**config.mk**
```make
export PLATFORM = sky130hd
export DESIGN_NAME = car_mover
export DESIGN_NICKNAME = d
export VERILOG_FILES = /design/src/rtl/car_pkg.sv /design/src/rtl/tick_divider.sv /design/src/rtl/car_mover.sv
export SDC_FILE = /design/constraint.sdc
export NUM_CORES = 1
export LEC_CHECK = 0
export BUFFER_PORTS_ARGS = -buffer_cell sky130_fd_sc_hd__buf_4
export CAP_MARGIN = 20
export CELL_PAD_IN_SITES_DETAIL_PLACEMENT = 0
export CELL_PAD_IN_SITES_GLOBAL_PLACEMENT = 2
export CORE_UTILIZATION = 30
export CTS_CLUSTER_DIAMETER = 150
export DETAILED_ROUTE_END_ITERATION = 16
export HOLD_SLACK_MARGIN = 0.02
export PLACE_DENSITY_LB_ADDON = 0.1
export SLEW_MARGIN = 25
export SYNTH_ARGS = -nofsm -noshare
export SYNTH_HDL_FRONTEND = slang
export SYNTH_SLANG_ARGS = --single-unit
```
**constraint.sdc**
```tcl
create_clock -name clk -period 4.05 [get_ports clk]
set_clock_uncertainty 0.2 [all_clocks]
set_input_delay 0 -clock clk [delete_from_list [all_inputs] [get_ports clk]]
set_output_delay 0 -clock clk [all_outputs]
set_load 0.03 [all_outputs]
```
**src/rtl/car_pkg.sv**
```systemverilog
// car_pkg: shared encodings and widths for the player-car logic.
// car_move command codes, car_mover state encoding, position width and a
// saturating 8-bit increment helper.
package car_pkg;

    // Position width on the car_x port; comparisons use one extra bit so
    // X_MIN - STEP or X_MAX + STEP never wraps.
    localparam int X_W     = 10;
    localparam int X_CMP_W = X_W + 1;

    typedef enum logic [1:0] {
        MOVE_IDLE    = 2'b00,
        MOVE_LEFT    = 2'b01,
        MOVE_RIGHT   = 2'b10,
        MOVE_COLLIDE = 2'b11
    } car_move_t;

    typedef enum logic [1:0] {
        DRIVE   = 2'b00,
        CRASH   = 2'b01,
        RECOVER = 2'b10
    } car_state_t;

    // Crash counter increments but sticks at 255.
    function automatic logic [7:0] sat_inc8(input logic [7:0] v);
        return (v == 8'hFF) ? v : v + 8'd1;
    endfunction

endpackage

```
**src/rtl/tick_divider.sv**
```systemverilog
// tick_divider: free-running 0..TICK_DIV-1 counter with a one-cycle tick
// while the count sits at TICK_DIV-1. Shared by movement and scroll logic.
module tick_divider #(
    parameter int TICK_DIV = 2_500_000
) (
    input  logic clk,
    input  logic rst,
    output logic tick
);

    localparam int CNT_W = $clog2(TICK_DIV);
    localparam logic [CNT_W-1:0] LAST = CNT_W'(TICK_DIV - 1);

    logic [CNT_W-1:0] count_reg;

    // Count up, wrapping to zero after the tick cycle.
    always_ff @(posedge clk or posedge rst) begin
        if (rst) begin
            count_reg <= '0;
        end else if (count_reg == LAST) begin
            count_reg <= '0;
        end else begin
            count_reg <= count_reg + CNT_W'(1);
        end
    end

    assign tick = (count_reg == LAST);

endmodule

```
**src/rtl/car_mover.sv**
```systemverilog
// car_mover: owns the player car's horizontal position.
// Steps car_x by STEP on each movement tick under car_move, clamps at the
// road edges and holds collision high through a crash sequence.
// Optional feature macro CAR_RECENTER_EN: after the crash hold the car walks
// back to X_START (RECOVER) before driving resumes; without it the car
// resumes driving from where it crashed.
module car_mover
    import car_pkg::*;
#(
    parameter int TICK_DIV      = 2_500_000,
    parameter int STEP          = 2,
    parameter int X_MIN         = 200,
    parameter int X_MAX         = 420,
    parameter int X_START       = 310,
    parameter int RECOVER_TICKS = 50
) (
    input  logic           clk,
    input  logic           btnC,
    input  logic [1:0]     car_move,
    input  logic           obstacle_hit,
    output logic [X_W-1:0] car_x,
    output logic           collision,
    output logic [7:0]     crash_count
);

    localparam int REC_W = (RECOVER_TICKS > 1) ? $clog2(RECOVER_TICKS) : 1;

    localparam logic [X_W-1:0]     X_MIN_X      = X_W'(X_MIN);
    localparam logic [X_W-1:0]     X_MAX_X      = X_W'(X_MAX);
    localparam logic [X_W-1:0]     X_START_X    = X_W'(X_START);
    localparam logic [X_CMP_W-1:0] STEP_C       = X_CMP_W'(STEP);
    localparam logic [X_CMP_W-1:0] X_MAX_C      = X_CMP_W'(X_MAX);
    localparam logic [X_CMP_W-1:0] X_MIN_STEP_C = X_CMP_W'(X_MIN + STEP);
    localparam logic [REC_W-1:0]   REC_LOAD     = REC_W'(RECOVER_TICKS - 1);

    logic tick;

    car_state_t       state_reg, state_next;
    logic [X_W-1:0]   x_reg, x_next;
    logic [REC_W-1:0] rec_reg, rec_next;
    logic [7:0]       crash_cnt_reg, crash_cnt_next;
    logic             collision_reg;

    logic [X_CMP_W-1:0] x_wide;
    logic [X_W-1:0]     x_step;
    logic               edge_hit;

    assign x_wide = {1'b0, x_reg};

`ifdef CAR_RECENTER_EN
    localparam logic [X_CMP_W-1:0] X_START_C = X_CMP_W'(X_START);

    // Distance from the recenter target, in either direction.
    logic [X_CMP_W-1:0] dist_to_start;
    assign dist_to_start = (x_wide > X_START_C) ? (x_wide - X_START_C)
                                                : (X_START_C - x_wide);
`endif

    tick_divider #(
        .TICK_DIV (TICK_DIV)
    ) u_tick_divider (
        .clk  (clk),
        .rst  (btnC),
        .tick (tick)
    );

    // State, position, recovery and crash-count registers.
    always_ff @(posedge clk or posedge btnC) begin
        if (btnC) begin
            state_reg     <= DRIVE;
            x_reg         <= X_START_X;
            rec_reg       <= '0;
            crash_cnt_reg <= '0;
            collision_reg <= 1'b0;
        end else begin
            state_reg     <= state_next;
            x_reg         <= x_next;
            rec_reg       <= rec_next;
            crash_cnt_reg <= crash_cnt_next;
            collision_reg <= (state_next != DRIVE);
        end
    end

    // Next-state, movement, clamping and crash bookkeeping.
    always_comb begin
        state_next     = state_reg;
        x_next         = x_reg;
        rec_next       = rec_reg;
        crash_cnt_next = crash_cnt_reg;
        x_step         = x_reg;
        edge_hit       = 1'b0;

        case (state_reg)
            DRIVE: begin
                if (tick) begin
                    case (car_move_t'(car_move))
                        MOVE_LEFT: begin
                            if (x_wide < X_MIN_STEP_C) begin
                                x_step   = X_MIN_X;
                                edge_hit = 1'b1;
                            end else begin
                                x_step = X_W'(x_wide - STEP_C);
                            end
                        end
                        MOVE_RIGHT: begin
                            if ((x_wide + STEP_C) > X_MAX_C) begin
                                x_step   = X_MAX_X;
                                edge_hit = 1'b1;
                            end else begin
                                x_step = X_W'(x_wide + STEP_C);
                            end
                        end
                        default: x_step = x_reg;
                    endcase
                end

                // An obstacle freezes the car where it is, but an edge
                // strike on the same tick still applies its clamp.
                if (edge_hit || !obstacle_hit) begin
                    x_next = x_step;
                end

                if (edge_hit || obstacle_hit) begin
                    state_next     = CRASH;
                    rec_next       = REC_LOAD;
                    crash_cnt_next = sat_inc8(crash_cnt_reg);
                end
            end

            CRASH: begin
                if (tick) begin
                    if (rec_reg == '0) begin
`ifdef CAR_RECENTER_EN
                        state_next = RECOVER;
`else
                        state_next = DRIVE;
`endif
                    end else begin
                        rec_next = rec_reg - REC_W'(1);
                    end
                end
            end

`ifdef CAR_RECENTER_EN
            RECOVER: begin
                if (tick) begin
                    if (dist_to_start <= STEP_C) begin
                        x_next     = X_START_X;
                        state_next = DRIVE;
                    end else if (x_wide < X_START_C) begin
                        x_next = X_W'(x_wide + STEP_C);
                    end else begin
                        x_next = X_W'(x_wide - STEP_C);
                    end
                end
            end
`endif

            default: state_next = DRIVE;
        endcase
    end

    assign car_x       = x_reg;
    assign collision   = collision_reg;
    assign crash_count = crash_cnt_reg;

endmodule

```
# After elaboration in Yosys (flattened, before gate mapping)
# Index checks and enable logic that the tools add are counted.
# op_classes
n_bitwise	1
reduce_logical	11
div	0
order_cmp	2
eq_ne	8
n_shift	0
addsub	5
mul	0
muxes	17
# op_table
cell	count
$add A22 B1 Y22 const B	1
$eq A22 B22 Y1 const B	1
$mux W22	1
$mux W10	2
$pmux W10 S2	1
$mux W6	3
$pmux W6 S2	1
$add A10 B2 Y11 const B	1
$gt A11 B9 Y1 const B	1
$lt A10 B8 Y1 const B	1
$sub A10 B2 Y10 const B	1
$add A8 B1 Y8 const B	1
$eq A8 B8 Y1 const B	1
$reduce_and A4 Y1	2
$logic_not A6 Y1	1
$mux W2	3
$ne A2 B2 Y1 const B	3
$reduce_bool A2 Y1	3
$sub A6 B1 Y6 const B	1
$eq A2 B1 Y1 const B	2
$mux W1	4
$pmux W2 S2	1
$reduce_and A3 Y1	1
$eq A2 B2 Y1 const B	1
5 further kinds	6
# totals
mem_count	0
out_inout_bits	19
rom_bits	0
ramBits	0
reg_bits	49
latchBits	0

# Longest topological paths before layout
# logic_depth
word_depth	10
mapped_depth	10
ltp_nobuf	9

# Cells and area by module
# Synthesis repeated with hierarchy kept, for this count alone.
# unflattened
hier_cells	331
area_unflattened_um2	3035.4
# by_module_without_submodules
mod	area_per_inst_um2	instances	seq_area_each_um2	cells_each
car_mover	1975.6	1	656.9	230
tick_divider	1059.8	1	550.5	101

# Worst setup path after synthesis
# Ideal clock, no wire load.
# synth_path
path_type	reg2reg
startpoint	register x_reg[1] (netlist: car_x[1])
endpoint	register crash_cnt_reg[5] (netlist: crash_count[5])
path_stages_with_launch	11
required_ns	3.716
setup_ns	0.134
period_less_slack_ns	3.050
path_slack_ns	1.000
arrival_ns	2.716
path_buffers	1
cell_sequence	dfstp_2 -> ha_1 -> clkbuf_1 -> nand3_1 -> xnor2_1 -> o31ai_1 -> o21ai_0 -> nand4_1 -> and2_4 -> or4_4 -> xnor2_2
# synth_between
elab_chain_len	8
# synth_lines
element	line_no	rtl
start, declared	car_mover.sv:39	logic [X_W-1:0] x_reg, x_next;
start signal, assigned	car_mover.sv:77	x_reg <= x_next;
$add A10 B2 Y11	n/a	
$gt A11 B9 Y1	car_mover.sv:106	if ((x_wide + STEP_C) > X_MAX_C) begin
$mux W1	car_mover.sv:106	
$pmux W1 S2 (*)	car_mover.sv:96	case (car_move_t'(car_move))
$mux W1 (*)	car_mover.sv:95	if (tick) begin
$mux W1 (*)	car_mover.sv:93	case (state_reg)
$logic_or A1 B1 Y1 (*)	car_mover.sv:123	if (edge_hit || obstacle_hit) begin
$reduce_and A3 Y1 (no line) (*)	n/a	
end signal, assigned	car_mover.sv:79	crash_cnt_reg <= crash_cnt_next;
end, declared	car_mover.sv:41	logic [7:0] crash_cnt_reg, crash_cnt_next;
# Mark *: on every way between the ends. The rest lies on a longest branch, timed or not. The select of a mux whose other input is x is not followed.
# A chain may end at the register's enable or synchronous reset.

# Worst setup path in the final report
# Ends and elaborated chain as after synthesis.

==> flow_summary.toml <==
[status]
outcome = "finished, final reports clean"

[worst_setup_path]
crit_chain = "ha_1, nand3_1, xnor2_1, o31ai_1, o21ai_0, nand4_1, and2_4, or4_4, xnor2_2"
slowest_delay_ns = 0.63
critical_path_arrival_ns = 3.20
cp-start-kind = "flop"
end_kind = "flop"
crit_start = "car_x[1]"
slowest_stage = "dfstp_2"
path_max_fanout = 10
path_class = "reg -> reg"
worstPathRequired_ns = 4.05
reg2reg_from = "car_x[1]"

[pwr]
cellLeakagePower_nw = 1.365
p_sw_mw = 0.3736
power.density_mw_per_mm2 = 366.6
swShare_pct = 31.31
vdd_drop_max_v = 0.0001778
seq_power_share_pct = 48.8
internal_power_mw = 0.8194
clkPwrFrac_pct = 31.4
power_mw = 1.193
p_comb_share_pct = 19.8

[final_layout]
area.growth.synth_to_final_pct = 14.68
final_area_mm2 = 0.003254
fill_cells = 954
nNetsFinal = 342
post_route_cells_drive_above_1_share_pct = 17.33
largest_reg_flops = 22
diodes = 0
final_util_pct = 35.39
fin_cells = 440

[timing]
tns_ns = 0
slew_headroom_pct = 40.70
timing.fmax_ghz = 0.3118
period_share_pct = 79.18
post-route-min-period_ns = 3.207
hold-worst-slack_ns = 0.1292
final.setup.worst_slack_ns = 0.8430
hold_violations = 0
tightestPinTransition_ns = 0.8863
setup_viol = 0
slew_violations = 0
grt_setup_unrepaired = "false"

[yosys]
synth_ff_type = "dfrtp_1"
ys_seq_area_share_pct = 42.55
syn_inst = 305
synth-edff-count = 0
yosysTopAreaCell = "dfrtp_1"
synth_area_mm2 = 0.002838
synth_area_leaders = "dfrtp_1 38%, dfstp_2 4.6%, xnor2_1 4.6%, nor2_1 4.5%, nand3_1 4.4%"
synth_seq_cells = 48
synth_cell_types = 53
yosys.area.top_type_share_pct = 37.92
synth-async-reset-ratio_pct = 100.0
syn_avg_cell_area_um2 = 9.304
yosysWarnings = 0

[grt]
grt_pass1_wl_mm = 11.72
grt_pass1_vias = 2307
antenna_found_initial = 0
grt_use_total_pct = 15.13
grt_max_degree = 49
grt_overflow_total = 0

[placed_design]
port_buffers = 22
gp_congestion = 0.7492
dp_hpwl_mm = 4.849
placed_area_mm2 = 0.003123
post-place-ws_ns = 0.8512
dp_cells = 431

[routing]
ant_nets = 0
drt_iter0_drc = 54
viasPerCell = 5.173
routed-via-count = 2276
drc = 0
detail_route.first_pass.iterations = 4
wl_per_cell_um = 15.48
wl_mm = 6.810

[worst_hold_path]
hp-start = "car_move[1]"
worstHoldPathType = "in -> reg"

[clock_tree]
cts_max_path_buffers = 2
cts_made_buffers = 5
clk_latency_ns = 0.31
clockRootBuffer = "clkbuf_8"
cts_tree = "done"
cts_resized = 0
clkTransAtPathRegs_ns = 0.09
clock-sinks = 48
cts_max_level = 2

[floorplanning]
ios = 24
coreArea_mm2 = 0.009196
die_w_um = 99.26
start_util_pct = 30.86
fp-row-count = 35
fp.dieH_um = 99.26
die_area_mm2 = 0.009852

[job]
cap_violations = 0
[area by class of cell]
| cell class | count | area (um2) | area share (%) |
|---|---|---|---|
| Multi-Input combinational cell | 233 | 1536 | 47.21 |
| Sequential cell | 48 | 1207 | 37.10 |
| Tap cell | 111 | 138.9 | 4.268 |
| Clock buffer | 6 | 82.58 | 2.537 |
| Clock inverter | 2 | 38.79 | 1.192 |
| Timing Repair Buffer | 26 | 197.7 | 6.075 |
| Inverter | 14 | 52.55 | 1.615 |
[power by group through the flow]
| stage | logic [mW] | registers [mW] | clock network (mW) |
|---|---|---|---|
| floorplan | 0.0977 | 0.641 | 0 |
| global placement | 0.239 | 0.592 | 0 |
| detailed placement | 0.238 | 0.592 | 0 |
| CTS | 0.240 | 0.583 | 0.394 |
| global route | 0.260 | 0.590 | 0.408 |
| finish | 0.237 | 0.582 | 0.374 |
[worst paths after layout]
| path | slack [ns] | to | depth (start not counted) |
|---|---|---|---|
| setup reg to reg | 0.84 | crash_count[5] | 9 |
| setup / recovery | 0.84 | crash_count[5] | 9 |
| hold / removal | 0.13 | car_x[6] | 6 |
| max in group asynchronous | 2.98 | crash_count[6] | 4 |
| hold reg to reg | 0.28 | rec_reg[5] | 1 |
| min in group asynchronous | 0.24 | u_tick_divider.count_reg[3] | 4 |
[Yosys cell counts, types with 2 or more instances]
| cell | count |
|---|---|
| nand4_1 | 14 |
| nor2_1 | 34 |
| o21ai_1 | 2 |
| o21ai_0 | 15 |
| a21o_1 | 4 |
| xor2_1 | 12 |
| o22ai_1 | 2 |
| a21oi_1 | 12 |
| or3_1 | 3 |
| or2_2 | 2 |
| nor4_1 | 3 |
| mux2_2 | 5 |
| a21boi_0 | 4 |
| o31ai_1 | 2 |
| nor3_1 | 7 |
| or4_4 | 3 |
| or4b_1 | 2 |
| dfrtp_1 | 43 |
| a22o_1 | 2 |
| a221o_1 | 2 |
| nor2b_1 | 3 |
| a31oi_1 | 2 |
| nand2b_1 | 5 |
| nor3b_1 | 2 |
| o221ai_1 | 2 |
| nand2_1 | 19 |
| dfstp_2 | 5 |
| clkbuf_1 | 10 |
| ha_1 | 9 |
| inv_1 | 14 |
| xnor2_1 | 15 |
| nand3_1 | 25 |
[routing by layer]
layer | track usage (%) | up-vias | share of wire (%)
met2 | 24.63 | 29 | 46
li1 | - | 1138 | -
met4 | 4.638 | 0 | 1.2
met5 | 0 | - | 0
met3 | 2.460 | 7 | 2.1
met1 | 20.65 | 1102 | 50
[kinds of logic (layout without fill, tap and decap cells)]
group                    after synthesis  after routing  share of synthesized area [%]
AND/OR/NAND/NOR                      130            130                          24.69
AO/OA/AOI/OAI                         58             58                          13.54
flip-flops                            48             48                          42.55
XOR/XNOR                              28             28                          8.907
buffers and inverters                 25             48                          3.439
adder cells (fa/ha/maj)                9              9                          3.968
multiplexers                           6              6                          2.778
other                                  1              2                         0.1321
[placed cells by master, fill, tap and decap left out, types with 4 or more instances in the layout]
cell      instances
dfrtp_1          43
nor2_1           34
nand3_1          25
buf_4            25
nand2_1          19
xnor2_1          15
o21ai_0          15
nand4_1          14
inv_1            13
a21oi_1          12
xor2_1           12
ha_1              9
nor3_1            7
clkbuf_8          6
mux2_2            5
nand2b_1          5
dfstp_2           5
a21boi_0          4
a21o_1            4
[what timing repair did]
action | CTS | global route
setup endpoints to repair | 0 | 0
buffers inserted | 0 | 0
endpoints found under the hold margin | 43 | 0
hold buffers | 1 | 0
[critical path: cells and delay by family (launching register included)]
family / cells / cell delay (ns)
compound gates: 2 / 0.43
flops: 1 / 0.63
fa+ha+maj: 1 / 0.35
simple gates: 4 / 1.18
xor+xnor: 2 / 0.33
Note: power is estimated with default switching activity, not from simulation.
